===== src/rtl/clk_en_pkg.sv =====
// Shared definitions for the master-clock enable monitor: FSM encoding,
// counter widths and the NTSC enable dividers used by the enable generator.
package clk_en_pkg;

    typedef enum logic [1:0] {
        ST_ACQUIRE = 2'd0,
        ST_TRAIN   = 2'd1,
        ST_LOCKED  = 2'd2
    } mon_state_e;

    localparam int CPU_CNT_W       = 5;
    localparam int PPU_CNT_W       = 4;
    localparam int DEF_CPU_CLK_DIV = 12;
    localparam int DEF_PPU_CLK_DIV = 4;

endpackage


===== src/rtl/en_period_checker.sv =====
// Period checker for one single-cycle enable: tracks cycles since the last
// pulse and flags pulses that arrive early or fail to arrive on time.
module en_period_checker
    import clk_en_pkg::*;
#(
    parameter int DIV   = DEF_PPU_CLK_DIV,
    parameter int CNT_W = PPU_CNT_W
) (
    input  logic             clk,
    input  logic             rst_n,
    input  logic             en,
    input  logic             clr_seen,
    output logic [CNT_W-1:0] cnt,
    output logic             seen,
    output logic             early,
    output logic             late
);

    localparam logic [CNT_W-1:0] LAST = CNT_W'(DIV - 1);

    logic [CNT_W-1:0] cnt_q, cnt_d;
    logic             seen_q, seen_d;

    // cnt is the count for the current cycle (0 on a pulse); cnt_q is last cycle's.
    always_comb begin
        early = en && (cnt_q < LAST);
        late  = !en && (cnt_q == LAST);
        if (en)
            cnt_d = '0;
        else if (cnt_q == LAST)
            cnt_d = LAST;
        else
            cnt_d = cnt_q + 1'b1;
        seen_d = clr_seen ? 1'b0 : (seen_q | en);
    end

    always_ff @(posedge clk) begin
        if (!rst_n) begin
            cnt_q  <= '0;
            seen_q <= 1'b0;
        end else begin
            cnt_q  <= cnt_d;
            seen_q <= seen_d;
        end
    end

    assign cnt  = cnt_d;
    assign seen = seen_q;

endmodule


===== src/rtl/clk_en_monitor.sv =====
// Watches the CPU/PPU clock enables for cadence and mutual phase, reports a
// lock indication and sticky faults for loss of an established lock.
module clk_en_monitor
    import clk_en_pkg::*;
#(
    parameter int CPU_CLK_DIV = DEF_CPU_CLK_DIV,
    parameter int PPU_CLK_DIV = DEF_PPU_CLK_DIV,
    parameter int LOCK_COUNT  = 4,
    parameter int ERR_CNT_W   = 8
) (
    input  logic                 clk_mst,
    input  logic                 rst_mst_n,
    input  logic                 clk_en_cpu,
    input  logic                 clk_en_ppu,
    input  logic                 mon_clear,
    output logic                 locked,
    output logic                 err_cpu_period,
    output logic                 err_ppu_period,
    output logic                 err_phase,
    output logic [ERR_CNT_W-1:0] err_count,
    output logic [3:0]           phase_offset
);

    if (CPU_CLK_DIV < 2 || CPU_CLK_DIV > 32 || PPU_CLK_DIV < 2 || PPU_CLK_DIV > 16 ||
        (CPU_CLK_DIV % PPU_CLK_DIV) != 0 || LOCK_COUNT < 1 || LOCK_COUNT > 15) begin : g_param_err
        $error("clk_en_monitor: illegal divider or lock-count parameters");
    end

    localparam logic [3:0] GOOD_LAST = 4'(LOCK_COUNT - 1);

    logic [CPU_CNT_W-1:0] cpu_cnt;
    logic [PPU_CNT_W-1:0] ppu_cnt;
    logic cpu_seen, cpu_early, cpu_late, ppu_seen, ppu_early, ppu_late;
    logic clr_seen, cpu_tick, f_cpu, f_ppu, f_phase;
    logic [3:0] ref_sel;

    mon_state_e           state_q, state_d;
    logic [3:0]           good_q, good_d, ref_q, ref_d, phase_offset_q, phase_offset_d;
    logic                 ref_vld_q, ref_vld_d, late_pend_q, late_pend_d, locked_q, locked_d;
    logic                 err_cpu_q, err_cpu_d, err_ppu_q, err_ppu_d, err_ph_q, err_ph_d;
    logic [ERR_CNT_W-1:0] err_cnt_q, err_cnt_d;

    en_period_checker #(.DIV(CPU_CLK_DIV), .CNT_W(CPU_CNT_W)) u_cpu_chk (
        .clk(clk_mst), .rst_n(rst_mst_n), .en(clk_en_cpu), .clr_seen(clr_seen),
        .cnt(cpu_cnt), .seen(cpu_seen), .early(cpu_early), .late(cpu_late)
    );

    en_period_checker #(.DIV(PPU_CLK_DIV), .CNT_W(PPU_CNT_W)) u_ppu_chk (
        .clk(clk_mst), .rst_n(rst_mst_n), .en(clk_en_ppu), .clr_seen(clr_seen),
        .cnt(ppu_cnt), .seen(ppu_seen), .early(ppu_early), .late(ppu_late)
    );

    // A CPU pulse cycle is exactly where the CPU counter restarts at zero.
    assign cpu_tick = (cpu_cnt == '0);

    always_comb begin
        state_d        = state_q;
        good_d         = good_q;
        ref_d          = ref_q;
        ref_vld_d      = ref_vld_q;
        late_pend_d    = late_pend_q;
        phase_offset_d = phase_offset_q;
        err_cpu_d      = mon_clear ? 1'b0 : err_cpu_q;
        err_ppu_d      = mon_clear ? 1'b0 : err_ppu_q;
        err_ph_d       = mon_clear ? 1'b0 : err_ph_q;
        err_cnt_d      = mon_clear ? '0 : err_cnt_q;
        clr_seen       = 1'b0;
        ref_sel        = ref_vld_q ? ref_q : ppu_cnt;
        f_cpu          = cpu_early | cpu_late;
        f_ppu          = ppu_early | ppu_late;
        f_phase        = cpu_tick && (ppu_cnt != ref_q);

        unique case (state_q)
            ST_ACQUIRE: begin
                if (cpu_seen && ppu_seen) begin
                    state_d     = ST_TRAIN;
                    good_d      = '0;
                    ref_vld_d   = 1'b0;
                    late_pend_d = 1'b0;
                end
            end
            ST_TRAIN: begin
                late_pend_d = !cpu_tick && (late_pend_q || cpu_late || ppu_late);
                if (cpu_tick) begin
                    ref_d     = ref_sel;
                    ref_vld_d = 1'b1;
                    if (!f_cpu && !f_ppu && !late_pend_q && (ppu_cnt == ref_sel)) begin
                        good_d = good_q + 1'b1;
                        if (good_q == GOOD_LAST) begin
                            state_d        = ST_LOCKED;
                            phase_offset_d = ref_sel;
                        end
                    end else begin
                        good_d = '0;
                    end
                end else if (f_cpu || f_ppu) begin
                    good_d = '0;
                end
            end
            ST_LOCKED: begin
                // Every fault seen this cycle is flagged, but counts as one event.
                if (f_cpu || f_ppu || f_phase) begin
                    err_cpu_d = err_cpu_d | f_cpu;
                    err_ppu_d = err_ppu_d | f_ppu;
                    err_ph_d  = err_ph_d | f_phase;
                    if (err_cnt_d != '1)
                        err_cnt_d = err_cnt_d + 1'b1;
                    state_d  = ST_ACQUIRE;
                    clr_seen = 1'b1;
                end
            end
            default: state_d = ST_ACQUIRE;
        endcase

        locked_d = (state_d == ST_LOCKED);
    end

    always_ff @(posedge clk_mst) begin
        if (!rst_mst_n) begin
            state_q        <= ST_ACQUIRE;
            good_q         <= '0;
            ref_q          <= '0;
            ref_vld_q      <= 1'b0;
            late_pend_q    <= 1'b0;
            phase_offset_q <= '0;
            locked_q       <= 1'b0;
            err_cpu_q      <= 1'b0;
            err_ppu_q      <= 1'b0;
            err_ph_q       <= 1'b0;
            err_cnt_q      <= '0;
        end else begin
            state_q        <= state_d;
            good_q         <= good_d;
            ref_q          <= ref_d;
            ref_vld_q      <= ref_vld_d;
            late_pend_q    <= late_pend_d;
            phase_offset_q <= phase_offset_d;
            locked_q       <= locked_d;
            err_cpu_q      <= err_cpu_d;
            err_ppu_q      <= err_ppu_d;
            err_ph_q       <= err_ph_d;
            err_cnt_q      <= err_cnt_d;
        end
    end

    assign locked         = locked_q;
    assign err_cpu_period = err_cpu_q;
    assign err_ppu_period = err_ppu_q;
    assign err_phase      = err_ph_q;
    assign err_count      = err_cnt_q;
    assign phase_offset   = phase_offset_q;

endmodule

===== config.mk =====
export PLATFORM = sky130hd
export DESIGN_NAME = clk_en_monitor
export DESIGN_NICKNAME = d
export VERILOG_FILES = /design/src/rtl/clk_en_pkg.sv /design/src/rtl/en_period_checker.sv /design/src/rtl/clk_en_monitor.sv
export SDC_FILE = /design/constraint.sdc
export NUM_CORES = 1
export LEC_CHECK = 0
export CORE_MARGIN = 2
export CORE_UTILIZATION = 40
export DETAILED_ROUTE_END_ITERATION = 8
export PLACE_DENSITY = 0.62
export REMOVE_ABC_BUFFERS = 1
export SLEW_MARGIN = 20
export SYNTH_ARGS = -nofsm -noshare
export SYNTH_HDL_FRONTEND = slang
export SYNTH_SLANG_ARGS = --single-unit

===== constraint.sdc =====
create_clock -name clk_mst -period 2.9 [get_ports clk_mst]
set_input_delay 0.29 -clock clk_mst [delete_from_list [all_inputs] [get_ports clk_mst]]
set_output_delay 0.29 -clock clk_mst [all_outputs]
set_load 0.01 [all_outputs]

======== After elaboration in Yosys (flattened, before gate mapping) ========
Cells that the tools add are included.
operators by class
  bitwise logic cells ..................... 8
  $lt $le $gt $ge ......................... 2
  reduce and logical (&&, ||, !) cells .... 29
  eq/ne operators ......................... 12
  add/sub/neg operators ................... 4
  muxes and demuxes ....................... 35
operator list
  cell                                                                          number
  8-bit two-way mux                                                             4
  4-bit two-way mux                                                             7
  1-bit two-way mux                                                             13
  1-bit logical AND                                                             10
  2-bit two-way mux                                                             5
  5-bit two-way mux                                                             2
  4-bit by 1-bit adder with 4-bit output, second input constant                 2
  8-bit by 1-bit adder with 8-bit output, second input constant                 1
  4-bit by 2-bit == test with 1-bit output, second input constant               2
  8-bit != test, second input constant                                          1
  4-bit one-hot mux with 2 select lines                                         1
  1-bit OR                                                                      7
  1-bit logical NOT                                                             6
  2-bit one-hot mux with 3 select lines                                         1
  3-bit AND reduction                                                           2
  5-bit by 1-bit adder with 5-bit output, second input constant                 1
  5-bit by 4-bit == test with 1-bit output, second input constant               1
  5-bit logical NOT                                                             1
  5-bit by 4-bit less-than comparator with 1-bit output, second input constant  1
  2-bit == test, second input constant                                          2
  4-bit == test                                                                 1
  1-bit logical OR                                                              4
  4-bit by 2-bit less-than comparator with 1-bit output, second input constant  1
  2-bit != test, second input constant                                          2
  10 further kinds                                                              12
storage, ports and cells
  output and inout port bits .............. 16
  word-level logic and storage cells ...... 105
  input port bits ......................... 5
  register bits after elaboration ......... 39

======== Depth between registers and ports, before layout ========
  depth in word-level cells ............... 11
  depth in mapped cells ................... 8
  mapped depth without buffers ............ 7

======== Cells and area by module ========
From an unflattened synthesis, not the netlist that was laid out.
unflattened totals
  cells, all modules ...................... 232
  area, all modules ....................... 1,988.2 sq um
by module, submodules not included
  module                         cells each  seq. area each (sq um)  times used  area each (sq um)
  clk_en_monitor                 167         560.5                   1           1,431.4
  en_period_checker (u_cpu_chk)  36          120.1                   1           289.0
  en_period_checker (u_ppu_chk)  29          100.1                   1           267.8

======== Worst setup path after synthesis ========
OpenSTA, ideal clock, no wires.
  kind .................................... register to register
  start ................................... reg u_cpu_chk.cnt_q[0]
  end ..................................... reg phase_offset_q[2] (netlist: phase_offset[2])
  library setup time ...................... 0.071 ns
  data arrival time ....................... 2.299 ns
  period minus slack after synthesis ...... 2.370 ns
  stages on the path, launching flop included .. 9
  buffers on the path ..................... 1
  data required time ...................... 2.829 ns
  setup slack ............................. 0.530 ns
  path through ............................ dfxtp_1 ha_1 or4bb_1 nor2_1 or3_4 or4_1 buf_2 or3_1 a21oi_1
between the ends
  longest elaborated chain between the ends .. 8
  elaborated cells on any way between the ends .. 14
  those cells by class .................... add/sub (1); order compare (1); eq/ne (1); mux (2); bitwise (1); reduce/logical (8)
RTL lines
  element                                                                                         RTL line                 source
  start: declaration                                                                              en_period_checker.sv:21  logic [CNT_W-1:0] cnt_q, cnt_d;
  start signal: assignment                                                                        en_period_checker.sv:42  cnt_q <= cnt_d;
  parallel branches: the longest is 7 deep, another holds 5-bit by 1-bit adder with 5-bit output  -
  4-bit AND reduction (no source line) *                                                          -
  end signal: assignment                                                                          clk_en_monitor.sv:137    phase_offset_q <= phase_offset_d;
  end: declaration                                                                                clk_en_monitor.sv:38     logic [3:0] good_q, good_d, ref_q, ref_d, phase_offset_q, phase_offset_d;
Every way passes the cells marked *.
A chain may end at the register's enable or synchronous reset.

======== Worst setup path after layout ========
  start ................................... reg u_ppu_chk.cnt_q[0]
  end ..................................... reg err_cnt_q[7] (netlist: err_count[7])
between the ends
  longest elaborated chain between the ends .. 8
  elaborated cells on any way between the ends .. 14
  those cells by class .................... add/sub (1); order compare (1); eq/ne (2); mux (4); bitwise (1); reduce/logical (5)
RTL lines
  element                                                                                             RTL line                                                                   source
  start: declaration                                                                                  en_period_checker.sv:21
  start signal: assignment                                                                            en_period_checker.sv:42
  4-bit by 1-bit adder with 4-bit output or 4-bit by 2-bit == test with 1-bit output (tied branches)  en_period_checker.sv:33, en_period_checker.sv:27, en_period_checker.sv:30
  4-bit two-way mux                                                                                   en_period_checker.sv:30                                                    else if (cnt_q == LAST)
  4-bit two-way mux                                                                                   en_period_checker.sv:28                                                    if (en)
  4-bit != test                                                                                       clk_en_monitor.sv:71                                                       f_phase = cpu_tick && (ppu_cnt != ref_q);
  1-bit logical AND                                                                                   clk_en_monitor.sv:71
  1-bit logical OR *                                                                                  clk_en_monitor.sv:102                                                      if (f_cpu || f_ppu || f_phase) begin
  8-bit two-way mux *                                                                                 clk_en_monitor.sv:102
  8-bit two-way mux *                                                                                 clk_en_monitor.sv:73                                                       unique case (state_q)
  end signal: assignment                                                                              clk_en_monitor.sv:142                                                      err_cnt_q <= err_cnt_d;
  end: declaration                                                                                    clk_en_monitor.sv:41                                                       logic [ERR_CNT_W-1:0] err_cnt_q, err_cnt_d;
Every way passes the cells marked *; elsewhere a longest branch is shown, timed or not.

==> impl_metrics.tcl <==
set metrics [dict create \
    synth.avg_cell_area_um2 8.73 \
    yosysMostFrequentCell "dfxtp_1" \
    max_freq_mhz 371 \
    grt_use_total 0.174 \
    internal_power_mw 0.796 \
    ys_async_sr_fraction 0 \
    yosysWarnings 0 \
    crit_path_end_kind "flip-flop" \
    start_kind "flip-flop" \
    die_x_um 75.6 \
    grt_max_degree 17 \
    gp_congestion 0.784 \
    fp-row-count 26 \
    status "finished clean" \
    synth-seq-cells 39 \
    path_cells "ha_1 -> or3b_1 -> a21oi_1 -> xnor2_1 -> a41oi_2 -> o21a_1 -> a221oi_1" \
    crit_fanout 11 \
    setup-violations-final 0 \
    rsz0062_at_grt "no" \
    hold_buffers 0 \
    syn_area_um2 2050 \
    drc 0 \
    ys_types 44 \
    fin_worst_skew_ps 5.39 \
    synth_common_cells "dfxtp_1 (39), nor2_1 (22), a21oi_1 (17), mux2i_1 (17), nand2_1 (12)" \
    wl_um 4550 \
    cts_tree "built" \
    power_mw 1.05 \
    ys.flop_type "dfxtp_1" \
    min_period_ps 2690 \
    insertedDiodeCount 0 \
    first_iter_violations 71 \
    powerDensity_nw_per_um2 431 \
    core_um2 5040 \
    holdWs_ps 484 \
    synth_area_leaders "dfxtp_1 (38%), mux2i_1 (8.3%), a21oi_1 (4.1%), nor2_1 (4.0%), o211a_1 (3.9%)" \
    antenna_found_initial 0 \
    clock_latency_ps 290 \
    grt_first_pass_wirelength_um 7520 \
    clkSinkCount 39 \
    synth_edf_count 0 \
    drtAntennaViolNets 0 \
    nets 267 \
    synth_top_area_frac 0.381 \
    cap_viol_max_count 0 \
    drv_slew 0 \
    hp-class "reg2reg" \
    tightest_slew_ps 862 \
    power_frac_seq 0.525 \
    relSlewSlack 0.424 \
    place_worst_setup_slack_ps 103 \
    fin_util 0.483 \
    power.share.clock 0.387 \
    post_cts_resized 0 \
    dr.pass1.iters 4 \
    syn2layout_area_growth_pct 18.7 \
    num_vias 1745 \
    final_cell_area_um2 2430 \
    fin_cells 329 \
    post-cts-setup-buffers 0 \
    path_clk_slew_ps 80 \
    detail_route.wl_per_cell_um 13.8 \
    crit_type "reg2reg" \
    vias_per_cell 5.30 \
    fillers 500 \
    crit_required_ps 3100 \
    hpwlAfterDp_um 3310 \
    layout_worst_path_cycle_share 0.928 \
    grt_overflow 0 \
    grt_pass1_vias 1563 \
    cts_buffer_depth 2 \
    synthCells 235 \
    comb_power_share 0.088 \
    slowest_delay_ps 430 \
    p_switching_mw 0.254 \
    die_h_um 75.6 \
    root_buffer "clkbuf_8" \
    fin_tns_setup_ps 0 \
    worstPathArrival_ps 2900 \
    dieArea_um2 5720 \
    dp_cells 321 \
    finalHoldViolations 0 \
    initial_utilization 0.407 \
    setup_slack_ps 208 \
    port-buffer-count 20 \
    swShare 0.242 \
    yosysSeqAreaShare 0.381 \
    io_pins 21 \
    htree_levels 2 \
    cts_made_buffers 5 \
    yosysTopAreaCell "dfxtp_1" \
    ir_drop_uv 331 \
    placed_cell_area_um2 2330 \
    drive_gt1_frac 0.0772 \
    cpMaxStageDelayCell "or3b_1" \
    p_leak_nw 0.995 \
]
## registers in the layout, summed over array words and instances (netlist names)
name,cells
ref_q,4
err_cpu_period,1
u_cpu_chk.seen,1
err_phase,1
ref_vld_q,1
u_cpu_chk.cnt_q,5
u_ppu_chk.seen,1
good_q,4
late_pend_q,1
phase_offset,4
u_ppu_chk.cnt_q,4
err_count,8
state_q,2
locked,1
err_ppu_period,1
## logic make-up after synthesis
| logic type | Yosys count | share of synthesized area |
|---|---|---|
| AND/OR/NAND/NOR | 96 | 0.251 |
| XOR/XNOR | 8 | 0.0378 |
| flip-flops | 39 | 0.381 |
| multiplexers | 18 | 0.0885 |
| adder cells (fa/ha/maj) | 4 | 0.0244 |
| AO/OA/AOI/OAI | 51 | 0.178 |
| buffers and inverters | 19 | 0.0403 |
## cell type report
cell class / instances / area (µm²) / share of cell area
clock buffer: 8 / 100 / 0.0411
inverter: 9 / 33.8 / 0.0139
tap: 70 / 87.6 / 0.0360
multi-input combinational: 177 / 1190 / 0.488
sequential: 39 / 781 / 0.321
timing repair buffer: 26 / 245 / 0.101
## power by group through the flow
stage / sequential [mW] / clock (mW) / combinational, mW
6_report: 0.551 / 0.406 / 0.0928
5_1_grt: 0.553 / 0.435 / 0.104
4_1_cts: 0.551 / 0.415 / 0.0930
3_5_place_dp: 0.564 / 0 / 0.0928
3_3_place_gp: 0.564 / 0 / 0.0920
2_1_floorplan: 0.562 / 0 / 0.0558
## placed cells by master, fill, tap and decap left out, types with 2 or more instances in the layout
cell / count
clkbuf_8: 7
a21oi_1: 17
xnor2_1: 6
or3_1: 9
nor3_1: 8
inv_1: 8
dfxtp_1: 39
ha_1: 4
clkdlybuf4s50_1: 20
o211ai_1: 2
and2_1: 4
nand2_1: 12
and3_1: 4
o2111ai_1: 5
nand3_1: 7
nand4_1: 3
o211a_1: 8
o21ai_0: 9
nor2b_1: 11
nor2_1: 22
buf_4: 6
mux2i_1: 17
nand2b_1: 8
a41oi_2: 2
## worst paths after layout
check	from	end	slack (ps)	cells after the start
worst max-delay path	u_ppu_chk.cnt_q[0]	err_count[7]	210	7
worst min-delay path	phase_offset[1]	phase_offset[1]	480	2
worst max register to register	u_ppu_chk.cnt_q[0]	err_count[7]	210	7
worst min register to register	phase_offset[1]	phase_offset[1]	480	2
## layer usage
| metal | global-route usage | up-vias | part of all wire |
|---|---|---|---|
| met5 | 0 | - | 0 |
| met4 | 0.0468 | 0 | 0.012 |
| met3 | 0.0397 | 5 | 0.026 |
| met2 | 0.271 | 20 | 0.45 |
| met1 | 0.242 | 830 | 0.51 |
| li1 | - | 890 | - |
## worst max-delay path: cells and delay by family (launching register included)
family	cells	cell delay [ps]
adder cells (fa/ha/maj)	1	250
XOR/XNOR	1	250
AND/OR/NAND/NOR	1	430
AO/OA/AOI/OAI	4	1320
flip-flops	1	360
No activity file was read; power rests on OpenSTA's default activity.
==> RTL edit 1: new RTL, same flow settings <==
Remove the register `locked_q`: a continuous assignment takes its place, so the output `locked` follows one clock earlier.
--- a/src/rtl/clk_en_monitor.sv
+++ b/src/rtl/clk_en_monitor.sv
@@ -124,5 +124,4 @@
             late_pend_q    <= 1'b0;
             phase_offset_q <= '0;
-            locked_q       <= 1'b0;
             err_cpu_q      <= 1'b0;
             err_ppu_q      <= 1'b0;
@@ -136,5 +135,4 @@
             late_pend_q    <= late_pend_d;
             phase_offset_q <= phase_offset_d;
-            locked_q       <= locked_d;
             err_cpu_q      <= err_cpu_d;
             err_ppu_q      <= err_ppu_d;
@@ -143,4 +141,6 @@
         end
     end
+
+    assign locked_q = locked_d;
 
     assign locked         = locked_q;
Formal check against the unedited RTL: no difference found for any inputs over 10 cycles, from zero or initial values and one cycle with rst_mst_n low; that may be too few to reach the edited logic, so the function may still have changed.
==> RTL edit 1 against the original RTL <==
- wire length rose by 1.6%
- total power shrank 3.2%
- highest routed layer unchanged
- design area rose by 7.1%
- sequential share of layout area decreased by 2.9 points
- sequential cell count down 1
- area after synthesis up 3.9%
- largest power group unchanged
- largest cell class unchanged
- worst setup slack worse by 0.010 ns
- sequential power shrank 3%
==> RTL edit 1: results (changes against the original RTL) <==
Fin Hold WS = 0.463 ns (was 0.484 ns)
Max Fclk = 370 MHz (was 371 MHz)
routed vias/inst = 5.15 (was 5.30)
leak pwr = 0.965 nW (was 0.995 nW)
Synth area leaders = dfxtp_1, mux2i_1, nand2_1 (was dfxtp_1, mux2i_1, a21oi_1)
first-pass GRT wire length = 7860 um (was 7520 um)
GRT Util Overall = 0.164 (was 0.174)
flop2flop setup slack = 0.41 ns (was 0.21 ns)
Sequential Power = 535 uW (was 551 uW)
dpl ws = 0.0225 ns (was 0.103 ns)
share of layout cells above drive strength 1 = 0.172 (was 0.0772)
status = completed (unchanged)
sequential power share = 0.526 (was 0.525)
postcts setup bufs = 1 (was 0)
Post-synth top cells = dfxtp_1, nand2_1, nor2_1 (was dfxtp_1, nor2_1, a21oi_1, mux2i_1, nand2_1)
met1 usage = 0.212 (was 0.242)
CP Capture Point = locked (was err_count[7]$_SDFF_PN0_)
P_comb = 102 uW (was 92.8 uW)
Post-Synth XOR/XNOR Area = 0.0247 (was 0.0378)
fin cells = 349 (was 329)
area of placed instances = 2500 um^2 (was 2330 um^2)
critical path data arrival time = 2.41 ns (was 2.90 ns)
Critical Path Fanout Max = 5 (was 11)
RD Place Congestion = 0.800 (was 0.784)
DP Cell Count = 340 (was 321)
post-synthesis compound-gate area fraction = 0.150 (was 0.178)
Seq/Total Area, Yosys = 0.357 (was 0.381)
Post-Syn Instances = 242 (was 235)
worst-margin pin slew = 0.724 ns (was 0.862 ns)
mux cell area share after synthesis = 0.0828 (was 0.0885)
Yosys cell types = 53 (was 44)
DP Wirelength = 3410 um (was 3310 um)
Worst VDD drop = 0.196 mV (was 0.331 mV)
vias in the first global route = 1699 (was 1563)
Layout Skew = 0.00808 ns (was 0.00539 ns)
NetSw = 251 uW (was 254 uW)
WL met3 = 155 um (was 120 um)
GR Layer Usage met3 = 0.0353 (was 0.0397)
wl on met1 = 2320 um (about the same)
FF-to-FF End = err_count[6]$_SDFF_PN0_ (was err_count[7]$_SDFF_PN0_)
met2 wire length = 2070 um (was 2050 um)
reg2reg start = u_cpu_chk.cnt_q[0]$_SDFF_PN0_ (was u_ppu_chk.cnt_q[0]$_SDFF_PN0_)
largest net degree at the start of global routing = 23 (was 17)
RTL edit 1: cell count changes after synthesis, moves of 3 or more:
| cell | change |
|---|---|
| o21ai_0 | -7 |
| inv_1 | +4 |
| or3_1 | -7 |
| o21a_1 | +3 |
| nand4b_1 | +3 |
| o211a_1 | -8 |
| o31a_1 | +4 |
| xnor2_1 | -5 |
| a21oi_1 | -3 |
| o2111ai_1 | -3 |
| mux2i_1 | -3 |
| nand2_1 | +15 |
RTL edit 1: worst max-delay path, cell delays in order (launching register included):
cell and delay (ns):
dfxtp_2 0.36, ha_2 0.22, or3b_4 0.44, a21oi_4 0.26
xor2_4 0.15, o31ai_4 0.32, nand4b_4 0.12, nand2_1 0.11
clkbuf_2 0.14
RTL edit 1: final cells by class:
class | count | area, um^2
Fill cell | 516 | 2530
Multi-Input combinational cell | 184 | 1300
Sequential cell | 38 | 762
Timing Repair Buffer | 37 | 323
Tap cell | 70 | 87.6
Clock buffer | 7 | 86.3
Inverter | 12 | 45.0
Clock inverter | 1 | 5.00
==> RTL edit 2: new RTL, same flow settings <==
Made on the original files. `ERR_CNT_W`: 8 -> 7.
--- a/src/rtl/clk_en_monitor.sv
+++ b/src/rtl/clk_en_monitor.sv
@@ -7,5 +7,5 @@
     parameter int PPU_CLK_DIV = DEF_PPU_CLK_DIV,
     parameter int LOCK_COUNT  = 4,
-    parameter int ERR_CNT_W   = 8
+    parameter int ERR_CNT_W   = 7
 ) (
     input  logic                 clk_mst,
Interface: changed (resized err_count); port bits go from 21 to 20. The function was not compared with the original's and may differ.
==> RTL edit 2 against the original RTL <==
- first-iteration DRC count down 17%
- die area is 1.3% lower
- total power grew 3.0%
- sequential cell count shrank 1
- cell count decreased by 1.8%
- wire length decreased by 7.3%
- largest cell class unchanged
- area after synthesis down 1.4%
- clock skew rose by 0.0041 ns
- critical endpoint is now err_count[4]$_SDFF_PN0_
- design area is 0.36% lower
- worst hold slack worse by 0.018 ns
- global-route usage down 0.75 points
- highest routed layer unchanged
- worst setup slack gained 0.24 ns
==> RTL edit 2: results (changes against the original RTL) <==
Synth area leaders = dfxtp_1, mux2i_1, nor2_1 (was dfxtp_1, mux2i_1, a21oi_1)
Layout Skew = 0.00950 ns (was 0.00539 ns)
nets = 265 (was 267)
FF-to-FF End = err_count[4]$_SDFF_PN0_ (was err_count[7]$_SDFF_PN0_)
slowest stage delay, CP = 0.55 ns (was 0.43 ns)
final-layout clock-cell area share = 0.0464 (was 0.0411)
share of layout cells above drive strength 1 = 0.133 (was 0.0772)
Yosys cell types = 53 (was 44)
routed vias/inst = 5.20 (was 5.30)
flop2flop setup slack = 0.45 ns (was 0.21 ns)
pwr/cell area = 446 nW/um^2 (was 431 nW/um^2)
cell-internal power = 841 uW (was 796 uW)
vias in the first global route = 1577 (was 1563)
Max-Slew Margin vs Limit = 0.651 (was 0.424)
Final non-clock buffer share = 0.112 (was 0.101)
wl on met1 = 2110 um (was 2320 um)
Signal buffers = 30 (was 26)
met2 wire length = 1870 um (was 2050 um)
tapcell count = 67 (was 70)
Post-synth top cells = dfxtp_1, nor2_1, nand2_1 (was dfxtp_1, nor2_1, a21oi_1, mux2i_1, nand2_1)
largest net degree at the start of global routing = 20 (was 17)
DP Wirelength = 3110 um (was 3310 um)
CP max-delay cell = or4b_4 (was or3b_1)
Worst Hold End = phase_offset[2]$_SDFFE_PN0P_ (was phase_offset[1]$_SDFFE_PN0P_)
area of placed instances = 2310 um^2 (was 2330 um^2)
worst hold start = phase_offset[2]$_SDFFE_PN0P_ (was phase_offset[1]$_SDFFE_PN0P_)
DIE AREA = 5640 um^2 (was 5720 um^2)
first-pass GRT wire length = 7130 um (was 7520 um)
Critical Path Fanout Max = 9 (was 11)
met2 Usage GRT = 0.258 (was 0.271)
GRT Util Overall = 0.166 (was 0.174)
TritonCTS Buffers = 5 (unchanged)
RD Place Congestion = 0.775 (was 0.784)
Worst VDD drop = 0.236 mV (was 0.331 mV)
port buffer count = 19 (was 20)
Inverters = 3 (was 9)
status = completed (unchanged)
GR Layer Usage met3 = 0.0402 (was 0.0397)
Sequential Power = 538 uW (was 551 uW)
DRT Wirelength = 4220 um (was 4550 um)
WL met3 = 172 um (was 120 um)
clock sink total = 38 (was 39)
number of fillers in the final layout = 464 (was 500)
multi-input gates = 178 (was 177)
combinational power share = 0.084 (was 0.088)
Reg area = 761 um^2 (was 781 um^2)
fraction of area in multi-input gates = 0.488 (about the same)
==> RTL edit 2: logic make-up (layout without fill, tap and decap cells) <==
kind of cell / count (synthesis) / in the layout / synth area share
AO/OA/AOI/OAI: 54 / 54 / 0.189
AND/OR/NAND/NOR: 106 / 106 / 0.300
XOR/XNOR: 3 / 3 / 0.0167
adder cells (fa/ha/maj): 4 / 4 / 0.0248
flip-flops: 38 / 38 / 0.376
multiplexers: 11 / 11 / 0.0557
buffers and inverters: 14 / 40 / 0.0377
==> RTL edit 2: stage by stage <==
stage	hold slack, ns	util	setup WS, ns	std cells
2_1_floorplan	0.409	-	0.612	219
3_3_place_gp	0.452	0.483	0.206	316
3_5_place_dp	0.452	0.483	0.181	316
4_1_cts	0.469	0.507	0.445	323
5_1_grt	0.490	0.507	0.292	323
6_report	0.467	0.507	0.452	323
==> RTL edit 2: tightest hold or removal path: cells and delay by family, from the launching register on <==
family / cells / cell delay (ns)
DFF: 1 / 0.31
muxes: 1 / 0.05
and+or+nand+nor: 1 / 0.05
